File: src/rtl/matled_pkg.sv
// Shared types and encodings for the 2x4 LED matrix scan controller.
// State enum, column/row drive constants and a column row-slice helper.
package matled_pkg;

  typedef enum logic [1:0] {
    IDLE  = 2'd0,
    BLANK = 2'd1,
    DRIVE = 2'd2
  } state_t;

  localparam logic [1:0] COL_NONE = 2'b00;
  localparam logic [1:0] COL0_SEL = 2'b01;
  localparam logic [1:0] COL1_SEL = 2'b10;
  localparam logic [3:0] ROWS_OFF = 4'b1111;

  // Row bits of one column: bit 2i+col of the pattern is row i.
  function automatic logic [3:0] col_rows(
    input logic [7:0] pat,
    input logic       col
  );
    logic [3:0] r;
    if (col) r = {pat[7], pat[5], pat[3], pat[1]};
    else     r = {pat[6], pat[4], pat[2], pat[0]};
    return r;
  endfunction

endpackage

File: src/rtl/matled_scan_timer.sv
// Loadable down-counter timing the BLANK and DRIVE periods of a slot.
// Ports: clock, reset_n (sync, active-low), clear, load/load_val, en, tc.
module matled_scan_timer #(
  parameter int W = 19
) (
  input  logic         clock,
  input  logic         reset_n,
  input  logic         clear,
  input  logic         load,
  input  logic [W-1:0] load_val,
  input  logic         en,
  output logic         tc
);

  logic [W-1:0] cnt;

  // A period of N cycles is loaded as N-1; tc marks its last cycle.
  always_ff @(posedge clock) begin
    if (!reset_n || clear) begin
      cnt <= '0;
    end else if (load) begin
      cnt <= load_val;
    end else if (en && cnt != '0) begin
      cnt <= cnt - 1'b1;
    end
  end

  assign tc = en && (cnt == '0);

endmodule

File: src/rtl/matled_scan_ctrl.sv
// Column scan controller for a 2x4 LED matrix with a double-buffered
// frame pattern swapped in only at frame boundaries.
// Ports: clock, reset_n (sync, active-low), enable_i, pattern_i[7:0],
//   pattern_valid_i, pattern_ready_o, l[3:0] (rows, active-low),
//   c[1:0] (columns, one-hot), frame_o (boundary pulse).
// Build option: MATLED_BLANK_EN adds a BLANK_CYCLES gap before each
//   column; without it columns switch directly and BLANK_CYCLES is unused.
module matled_scan_ctrl
  import matled_pkg::*;
#(
  parameter int DWELL_CYCLES = 524288,
  parameter int BLANK_CYCLES = 1024
) (
  input  logic       clock,
  input  logic       reset_n,
  input  logic       enable_i,
  input  logic [7:0] pattern_i,
  input  logic       pattern_valid_i,
  output logic       pattern_ready_o,
  output logic [3:0] l,
  output logic [1:0] c,
  output logic       frame_o
);

  localparam int W = $clog2(DWELL_CYCLES);

`ifdef MATLED_BLANK_EN
  localparam logic [W-1:0] BLANK_LEN = W'(BLANK_CYCLES - 1);
  localparam logic [W-1:0] DRIVE_LEN =
    W'(DWELL_CYCLES - BLANK_CYCLES - 1);
`else
  localparam logic [W-1:0] DRIVE_LEN = W'(DWELL_CYCLES - 1);
`endif

  if (!(DWELL_CYCLES > BLANK_CYCLES && BLANK_CYCLES >= 1))
  begin : g_param_chk
    $error("matled_scan_ctrl: need DWELL > BLANK >= 1");
  end

  state_t       state;
  state_t       state_nx;
  logic         col;
  logic         col_nx;
  logic [7:0]   display;
  logic [7:0]   pending;
  logic [7:0]   display_nx;
  logic         pend_full;
  logic         xfer;
  logic         boundary;
  logic         t_clear;
  logic         t_load;
  logic [W-1:0] t_val;
  logic         tc;
  logic [1:0]   c_nx;
  logic [3:0]   l_nx;

  matled_scan_timer #(
    .W (W)
  ) u_timer (
    .clock    (clock),
    .reset_n  (reset_n),
    .clear    (t_clear),
    .load     (t_load),
    .load_val (t_val),
    .en       (state != IDLE),
    .tc       (tc)
  );

  always_ff @(posedge clock) begin
    if (!reset_n) begin
      state <= IDLE;
      col   <= 1'b0;
    end else begin
      state <= state_nx;
      col   <= col_nx;
    end
  end

  always_comb begin
    state_nx = state;
    col_nx   = col;
    t_clear  = 1'b0;
    t_load   = 1'b0;
    t_val    = '0;
    boundary = 1'b0;
    if (!enable_i) begin
      state_nx = IDLE;
      col_nx   = 1'b0;
      t_clear  = 1'b1;
    end else begin
      unique case (state)
        IDLE: begin
          col_nx = 1'b0;
          t_load = 1'b1;
`ifdef MATLED_BLANK_EN
          state_nx = BLANK;
          t_val    = BLANK_LEN;
`else
          state_nx = DRIVE;
          t_val    = DRIVE_LEN;
`endif
        end
`ifdef MATLED_BLANK_EN
        BLANK: begin
          if (tc) begin
            state_nx = DRIVE;
            t_load   = 1'b1;
            t_val    = DRIVE_LEN;
          end
        end
`endif
        DRIVE: begin
          if (tc) begin
            col_nx   = ~col;
            boundary = col;
            t_load   = 1'b1;
`ifdef MATLED_BLANK_EN
            state_nx = BLANK;
            t_val    = BLANK_LEN;
`else
            state_nx = DRIVE;
            t_val    = DRIVE_LEN;
`endif
          end
        end
        default: begin
          state_nx = IDLE;
          col_nx   = 1'b0;
        end
      endcase
    end
  end

  // Outputs are decoded from next-state values and registered, so the
  // pins change on the same edge as the state they reflect.
  always_comb begin
    c_nx = COL_NONE;
    l_nx = ROWS_OFF;
    if (state_nx == DRIVE) begin
      c_nx = col_nx ? COL1_SEL : COL0_SEL;
      l_nx = ~col_rows(display_nx, col_nx);
    end
  end

  always_ff @(posedge clock) begin
    if (!reset_n) begin
      c       <= COL_NONE;
      l       <= ROWS_OFF;
      frame_o <= 1'b0;
    end else begin
      c       <= c_nx;
      l       <= l_nx;
      frame_o <= boundary;
    end
  end

  assign xfer       = pattern_valid_i && !pend_full;
  assign display_nx = (boundary && pend_full) ? pending : display;

  // A transfer landing on a boundary goes to pending only; it is
  // shown at the following boundary.
  always_ff @(posedge clock) begin
    if (!reset_n) begin
      display   <= 8'h00;
      pending   <= 8'h00;
      pend_full <= 1'b0;
    end else begin
      display <= display_nx;
      if (boundary && pend_full) begin
        pend_full <= 1'b0;
      end
      if (xfer) begin
        pending   <= pattern_i;
        pend_full <= 1'b1;
      end
    end
  end

  assign pattern_ready_o = ~pend_full;

endmodule

File: config.mk
export PLATFORM = sky130hd
export DESIGN_NAME = matled_scan_ctrl
export DESIGN_NICKNAME = d
export VERILOG_FILES = /design/src/rtl/matled_pkg.sv /design/src/rtl/matled_scan_timer.sv /design/src/rtl/matled_scan_ctrl.sv
export SDC_FILE = /design/constraint.sdc
export NUM_CORES = 1
export LEC_CHECK = 0
export BUFFER_PORTS_ARGS = -buffer_cell sky130_fd_sc_hd__buf_2
export CORE_MARGIN = 4
export CORE_UTILIZATION = 55
export CTS_BUF_LIST = sky130_fd_sc_hd__clkbuf_8
export CTS_CLUSTER_SIZE = 28
export DETAILED_ROUTE_END_ITERATION = 10
export GPL_TIMING_DRIVEN = 0
export PLACE_DENSITY = 0.75
export SYNTH_ARGS = -nofsm -noshare
export SYNTH_HDL_FRONTEND = slang
export SYNTH_SLANG_ARGS = --single-unit
File: constraint.sdc
create_clock -name clock -period 3.4 [get_ports clock]
set_clock_uncertainty 0.15 [all_clocks]
set_input_delay 0.34 -clock clock [delete_from_list [all_inputs] [get_ports clock]]
set_output_delay 0.34 -clock clock [all_outputs]
set_load 0.05 [all_outputs]
Word level (Yosys, flattened, before mapping)

Cells that the tools add are included.
W data, S select, Z words.

Register bits after elaboration: 46
Input bits: 12
Output and inout port bits: 8
Word-level logic and storage cells: 53

Add/subtract/negate cells: 1
Eq/ne operators: 2
Multiplexer cells: 24
Bitwise gates (word level): 3
Reduce and logical (&&, ||, !) cells: 14

Operator list:

| cell                    | count |
|---|---|
| $mux W19                | 4 |
| $pmux W19 S2            | 1 |
| $logic_not A19 Y1       | 1 |
| $reduce_bool A19 Y1     | 1 |
| $sub A19 B1 Y19 const B | 1 |
| $mux W1                 | 11 |
| $mux W4                 | 2 |
| $mux W8                 | 1 |
| $mux W2                 | 3 |
| $reduce_bool A2 Y1      | 3 |
| $eq A2 B2 Y1 const B    | 2 |
| $logic_and A1 B1 Y1     | 4 |
| $not A4 Y4              | 1 |
| $pmux W2 S2             | 1 |
| $logic_not A1 Y1        | 2 |
| $logic_not A2 Y1        | 1 |
| $not A1 Y1              | 2 |
| $pmux W1 S2             | 1 |
| $reduce_and A2 Y1       | 1 |
| $logic_or A1 B1 Y1      | 1 |

Logic depth before layout (Yosys ltp)

Depth after elaboration: 10
Gate-level depth with buffers: 8
Depth with buffers taken out: 7

Modules after synthesis

A second synthesis with hierarchy kept.

Cell total of the unflattened synthesis: 263
Area total of the unflattened synthesis: 2248.4 sq um

Modules (own cells, without submodules):

| module            | instances | cells each | area each (sq um) | sequential area each (sq um) |
|---|---|---|---|---|
| matled_scan_timer | 1         | 152        | 1171.1            | 380.4 |
| matled_scan_ctrl  | 1         | 111        | 1077.3            | 540.5 |

Least setup slack after synthesis

OpenSTA, ideal clock, no wires.

Path type: register -> register
From: register u_timer.cnt[0]
To: register u_timer.cnt[10]
Library setup time: 0.130 ns
Arrival time: 1.743 ns
Data required time: 3.120 ns
Setup slack: 1.377 ns
Stages on the path, launching flop included: 9
Path buffers: 1
Clock period less this slack: 2.023 ns
Cell sequence: dfxtp_1 inv_1 ha_1 nor3b_1 and2_1 buf_4 a2111oi_1 xnor2_1 o21ai_1

Cells in the longest elaborated chain, start to end: 6
Elaborated cells on any way between the ends: 14
Those cells by class: 1 x add/sub; 8 x mux; 5 x reduce/logical

RTL lines:

| item                                                                    | line                    | source |
|---|---|---|
| start, declared                                                         | matled_scan_timer.sv:15 | `logic [W-1:0] cnt;` |
| start signal, assigned                                                  | matled_scan_timer.sv:22 | `cnt <= load_val;` |
| start signal, assigned                                                  | matled_scan_timer.sv:24 | `cnt <= cnt - 1'b1;` |
| parallel branches: the longest is 6 deep, another holds $sub A19 B1 Y19 | -                       |  |

Several ways; the timed one is not identified. The select of a mux whose other input is x is not followed.
A chain may end at the register's enable or synchronous reset.

Worst setup path after layout

From: register u_timer.cnt[0]
To: register l[1]

Cells in the longest elaborated chain, start to end: 10
Elaborated cells on any way between the ends: 18
Those cells by class: 1 x eq/ne; 12 x mux; 1 x bitwise; 4 x reduce/logical

RTL lines:

| item                  | line                    | source |
|---|---|---|
| $logic_not A19 Y1 *   | matled_scan_timer.sv:28 | `assign tc = en && (cnt == '0);` |
| $logic_and A1 B1 Y1 * | matled_scan_timer.sv:28 |  |
| $mux W1               | matled_scan_ctrl.sv:113 | `if (tc) begin` |
| $mux W1               | matled_scan_ctrl.sv:91  | `unique case (state)` |
| $mux W1               | matled_scan_ctrl.sv:86  | `if (!enable_i) begin` |
| $logic_and A1 B1 Y1   | matled_scan_ctrl.sv:158 | `assign display_nx = (boundary && pend_full) ? pending : display;` |
| $mux W8               | matled_scan_ctrl.sv:158 |  |
| $mux W4               | matled_pkg.sv:22        | `if (col) r = {pat[7], pat[5], pat[3], pat[1]};` |
| $mux W4               | matled_scan_ctrl.sv:139 | `if (state_nx == DRIVE) begin` |
| $not A4 Y4            | matled_scan_ctrl.sv:141 | `l_nx = ~col_rows(display_nx, col_nx);` |
| end signal, assigned  | matled_scan_ctrl.sv:152 | `l <= l_nx;` |
| end, declared         | matled_scan_ctrl.sv:20  | `output logic [3:0] l,` |

Mark *: on every way between the ends. The rest lies on a longest branch, timed or not. The select of a mux whose other input is x is not followed.

==> impl_metrics.env <==
export IMPL_nets=267
export IMPL_h_tree_depth=2
export IMPL_synthFlopType="dfxtp_1"
export IMPL_setup_tns_final_ns=0
export IMPL_root_buffer="clkbuf_8"
export IMPL_grt_pass1_wl_mm=7.48
export IMPL_die_h_um=71.3
export IMPL_p_leak_nw=0.946
export IMPL_cts_hold_buffers=0
export IMPL_critical_path_required_ns=3.47
export IMPL_initial_core_util_pct=58.4
export IMPL_rr_startpoint="u_timer.cnt[0]$_SDFFE_PP0P_"
export IMPL_synth_enable_flop_cells=0
export IMPL_critPathKind="flip-flop to flip-flop"
export IMPL_crit_path_cell_trace="inv_1, ha_1, nor3b_1, nand2_1, clkbuf_1, nor3_1, a21oi_1, o221ai_2"
export IMPL_final_util_pct=64.8
export IMPL_status="finished clean"
export IMPL_dpl_hpwl_mm=3.17
export IMPL_syn_inst=227
export IMPL_clk_latency_ns=0.30
export IMPL_cts_tree="done"
export IMPL_drv_cap=0
export IMPL_die_area_um2=5080
export IMPL_fp_coreArea_um2=3770
export IMPL_num_antenna_cells=0
export IMPL_drt_iter0_drc=155
export IMPL_final_setup_viol_count=0
export IMPL_cts_resized=0
export IMPL_gp_congestion=0.830
export IMPL_routed_top_layer="met4"
export IMPL_p_per_area_nw_per_um2=469
export IMPL_drive_above_1_share_pct=18.5
export IMPL_fmax_ghz=0.434
export IMPL_hp_class="primary input to flip-flop"
export IMPL_clk_pin_slew_worst_paths_ns=0.09
export IMPL_worst_ep_arrival_time_ns=2.37
export IMPL_wl_met1_mm=2.19
export IMPL_syn_area_um2=2200
export IMPL_peakVddDrop_mv=0.205
export IMPL_critPathBufInv=2
export IMPL_row_count=22
export IMPL_io_pin_count=20
export IMPL_hp_start="pattern_i[4]"
export IMPL_rsz0062_at_grt="false"
export IMPL_n_fill_cell=324
export IMPL_grt_overflow_total=0
export IMPL_yosys_warnings=0
export IMPL_rr_worst_depth=8
export IMPL_cpPeakStageDelay_ns=0.39
export IMPL_antenna_found_initial=0
export IMPL_syn_num_nets=241
export IMPL_power_mw=1.14
export IMPL_area_delta_synth_final_pct=11.0
export IMPL_r2r_setup_slack_ns=1.10
export IMPL_worstMarginPinSlew_ns=0.592
export IMPL_start_kind="flip-flop"
export IMPL_cp_max_fo=10
export IMPL_hold_viol_final=0
export IMPL_syn_avg_cell_area_um2=9.70
export IMPL_slew_headroom_pct=60.5
export IMPL_numCtsBuffers=5
export IMPL_fin_crit_sh_pct=67.7
export IMPL_cts_path_max_buffers=2
export IMPL_slowest_stage="nor3_1"
export IMPL_multiInputGateArea_um2=1190
export IMPL_antenna_left=0
export IMPL_drc=0
export IMPL_io_buffers=19
export IMPL_end_kind="flip-flop"
export IMPL_synthArstFlopShare_pct=0
export IMPL_grt_pass1_vias=1569
export IMPL_min_to="pending[4]$_SDFFE_PN0P_"
export IMPL_hold_depth=3
export IMPL_dpl_worst_slack_ns=1.16
export IMPL_grt_usage_pct=18.3
export IMPL_finalCriticalPeriod_ns=2.30
export IMPL_cpLargestDelayFamily="simple AND/OR/NAND/NOR gates"
export IMPL_grt_max_degree=15
export IMPL_synth_cell_types=46
export IMPL_reg2reg_to="l[1]$_SDFF_PN1_"
export IMPL_met2_length_mm=1.86
export IMPL_die_w_um=71.3
export IMPL_ys_seq_elements=46
export IMPL_vias=1683
export IMPL_drt_first_pass_iters=4
export IMPL_drv_slew=0
export IMPL_wl_met3_um=235
export IMPL_worst_hold_slack_ns=0.145
export IMPL_seqCellArea_um2=921
export IMPL_clock_sinks=46
export IMPL_synth_seq_area_share_pct=41.8
export IMPL_wl_mm=4.33
export IMPL_postCtsSetupBuffers=0
export IMPL_drt_wirelength_per_cell_um=14.3
export IMPL_viasPerCell=5.57
export IMPL_setup_ws_ns=1.10
## where the power goes
group	switching (mW)	leakage, nW	internal [mW]	total, mW
combinational	0.134	0.520	0.0921	0.226
sequential	0.0318	0.377	0.567	0.599
clock	0.177	0.0493	0.142	0.319
## through the flow
stage                     area (um2)  std cells
after floorplan                 2200        227
after global placement          2360        294
after detailed placement        2360        294
after CTS                       2440        302
after global routing            2440        302
final                           2440        302
## worst max-delay path by stage
stage	from	end	slack, ns	depth (start not counted)
floorplan	u_timer.cnt[0]$_SDFFE_PP0P_	u_timer.cnt[10]$_SDFFE_PP0P_	1.38	8
global placement	u_timer.cnt[0]$_SDFFE_PP0P_	u_timer.cnt[10]$_SDFFE_PP0P_	1.19	8
detailed placement	u_timer.cnt[0]$_SDFFE_PP0P_	l[0]$_SDFF_PN1_	1.16	8
CTS	u_timer.cnt[0]$_SDFFE_PP0P_	l[1]$_SDFF_PN1_	1.13	8
global route	u_timer.cnt[0]$_SDFFE_PP0P_	u_timer.cnt[10]$_SDFFE_PP0P_	0.95	8
finish	u_timer.cnt[0]$_SDFFE_PP0P_	l[1]$_SDFF_PN1_	1.10	8
## routing by layer
metal | up-vias | track usage (%)
li1 | 865 | -
met1 | 774 | 27.4
met2 | 39 | 26.1
met3 | 5 | 4.49
met4 | 0 | 4.80
met5 | - | 0
## Yosys cell counts (3+ instances only)
cell / n / area share, %
nor2b_1: 15 / 4.3
o221ai_2: 3 / 2.0
nand4b_1: 3 / 1.2
o21ai_0: 8 / 1.8
nand2_1: 7 / 1.2
nor3b_1: 4 / 1.4
a21oi_1: 10 / 2.3
dfxtp_1: 46 / 42
and2_1: 7 / 2.0
nor2_1: 6 / 1.0
o22ai_1: 3 / 0.85
mux2_4: 3 / 2.0
nand3_1: 3 / 0.68
xor2_1: 11 / 4.4
mux2i_1: 13 / 5.9
clkbuf_1: 11 / 1.9
o21ai_1: 11 / 2.5
nor3_1: 8 / 1.8
o2111ai_1: 5 / 2.0
nand4_1: 7 / 2.0
inv_1: 6 / 1.0
nand2b_1: 4 / 1.1
xnor2_1: 4 / 1.6
## kinds of logic after synthesis
| group | Yosys count | synth area share (%) |
|---|---|---|
| simple gates | 76 | 23.1 |
| compound gates | 49 | 15.2 |
| flops | 46 | 41.8 |
| buf+inv | 21 | 4.09 |
| mux | 17 | 8.47 |
| xor+xnor | 15 | 5.97 |
| fa+ha+maj | 2 | 1.14 |
| other cells | 1 | 0.170 |
## cells in the final DEF, fill, tap and decap left out, types with 2 or more instances in the layout
master | Yosys | routed
o21ai_0 | 8 | 8
nor3b_1 | 4 | 4
o2111ai_1 | 5 | 5
nand3_1 | 3 | 3
o211ai_1 | 2 | 2
a211oi_1 | 2 | 2
xnor2_1 | 4 | 4
buf_2 | 0 | 19
clkbuf_8 | 0 | 5
clkbuf_1 | 11 | 11
nor3_1 | 8 | 8
a21oi_1 | 10 | 10
nor3_2 | 2 | 2
mux2i_1 | 13 | 13
nor2b_1 | 15 | 15
xor2_1 | 11 | 11
o22ai_1 | 3 | 3
o221ai_2 | 3 | 3
nand2b_1 | 4 | 4
ha_1 | 2 | 2
inv_2 | 2 | 2
nand4_1 | 7 | 7
nand4b_1 | 3 | 3
dfxtp_1 | 46 | 46
inv_1 | 6 | 7
and2_1 | 7 | 7
nor2_1 | 6 | 6
o21ai_1 | 11 | 11
nor4_4 | 2 | 2
nand2_1 | 7 | 7
mux2_4 | 3 | 3
## final cells by class
cell class                 instances  area share, %
timing repair buffer              19           3.89
multi-input combinational        160           48.7
clock inverter                     3          0.717
inverter                           8           1.23
sequential                        46           37.7
tap                               48           2.46
clock buffer                       5           2.82
buffer                            13           2.46
## worst min-delay path: stages
cell and delay (ns):
buf_2 0.07, mux2i_1 0.06, nor2b_1 0.09
(Power assumes the default switching activity.)
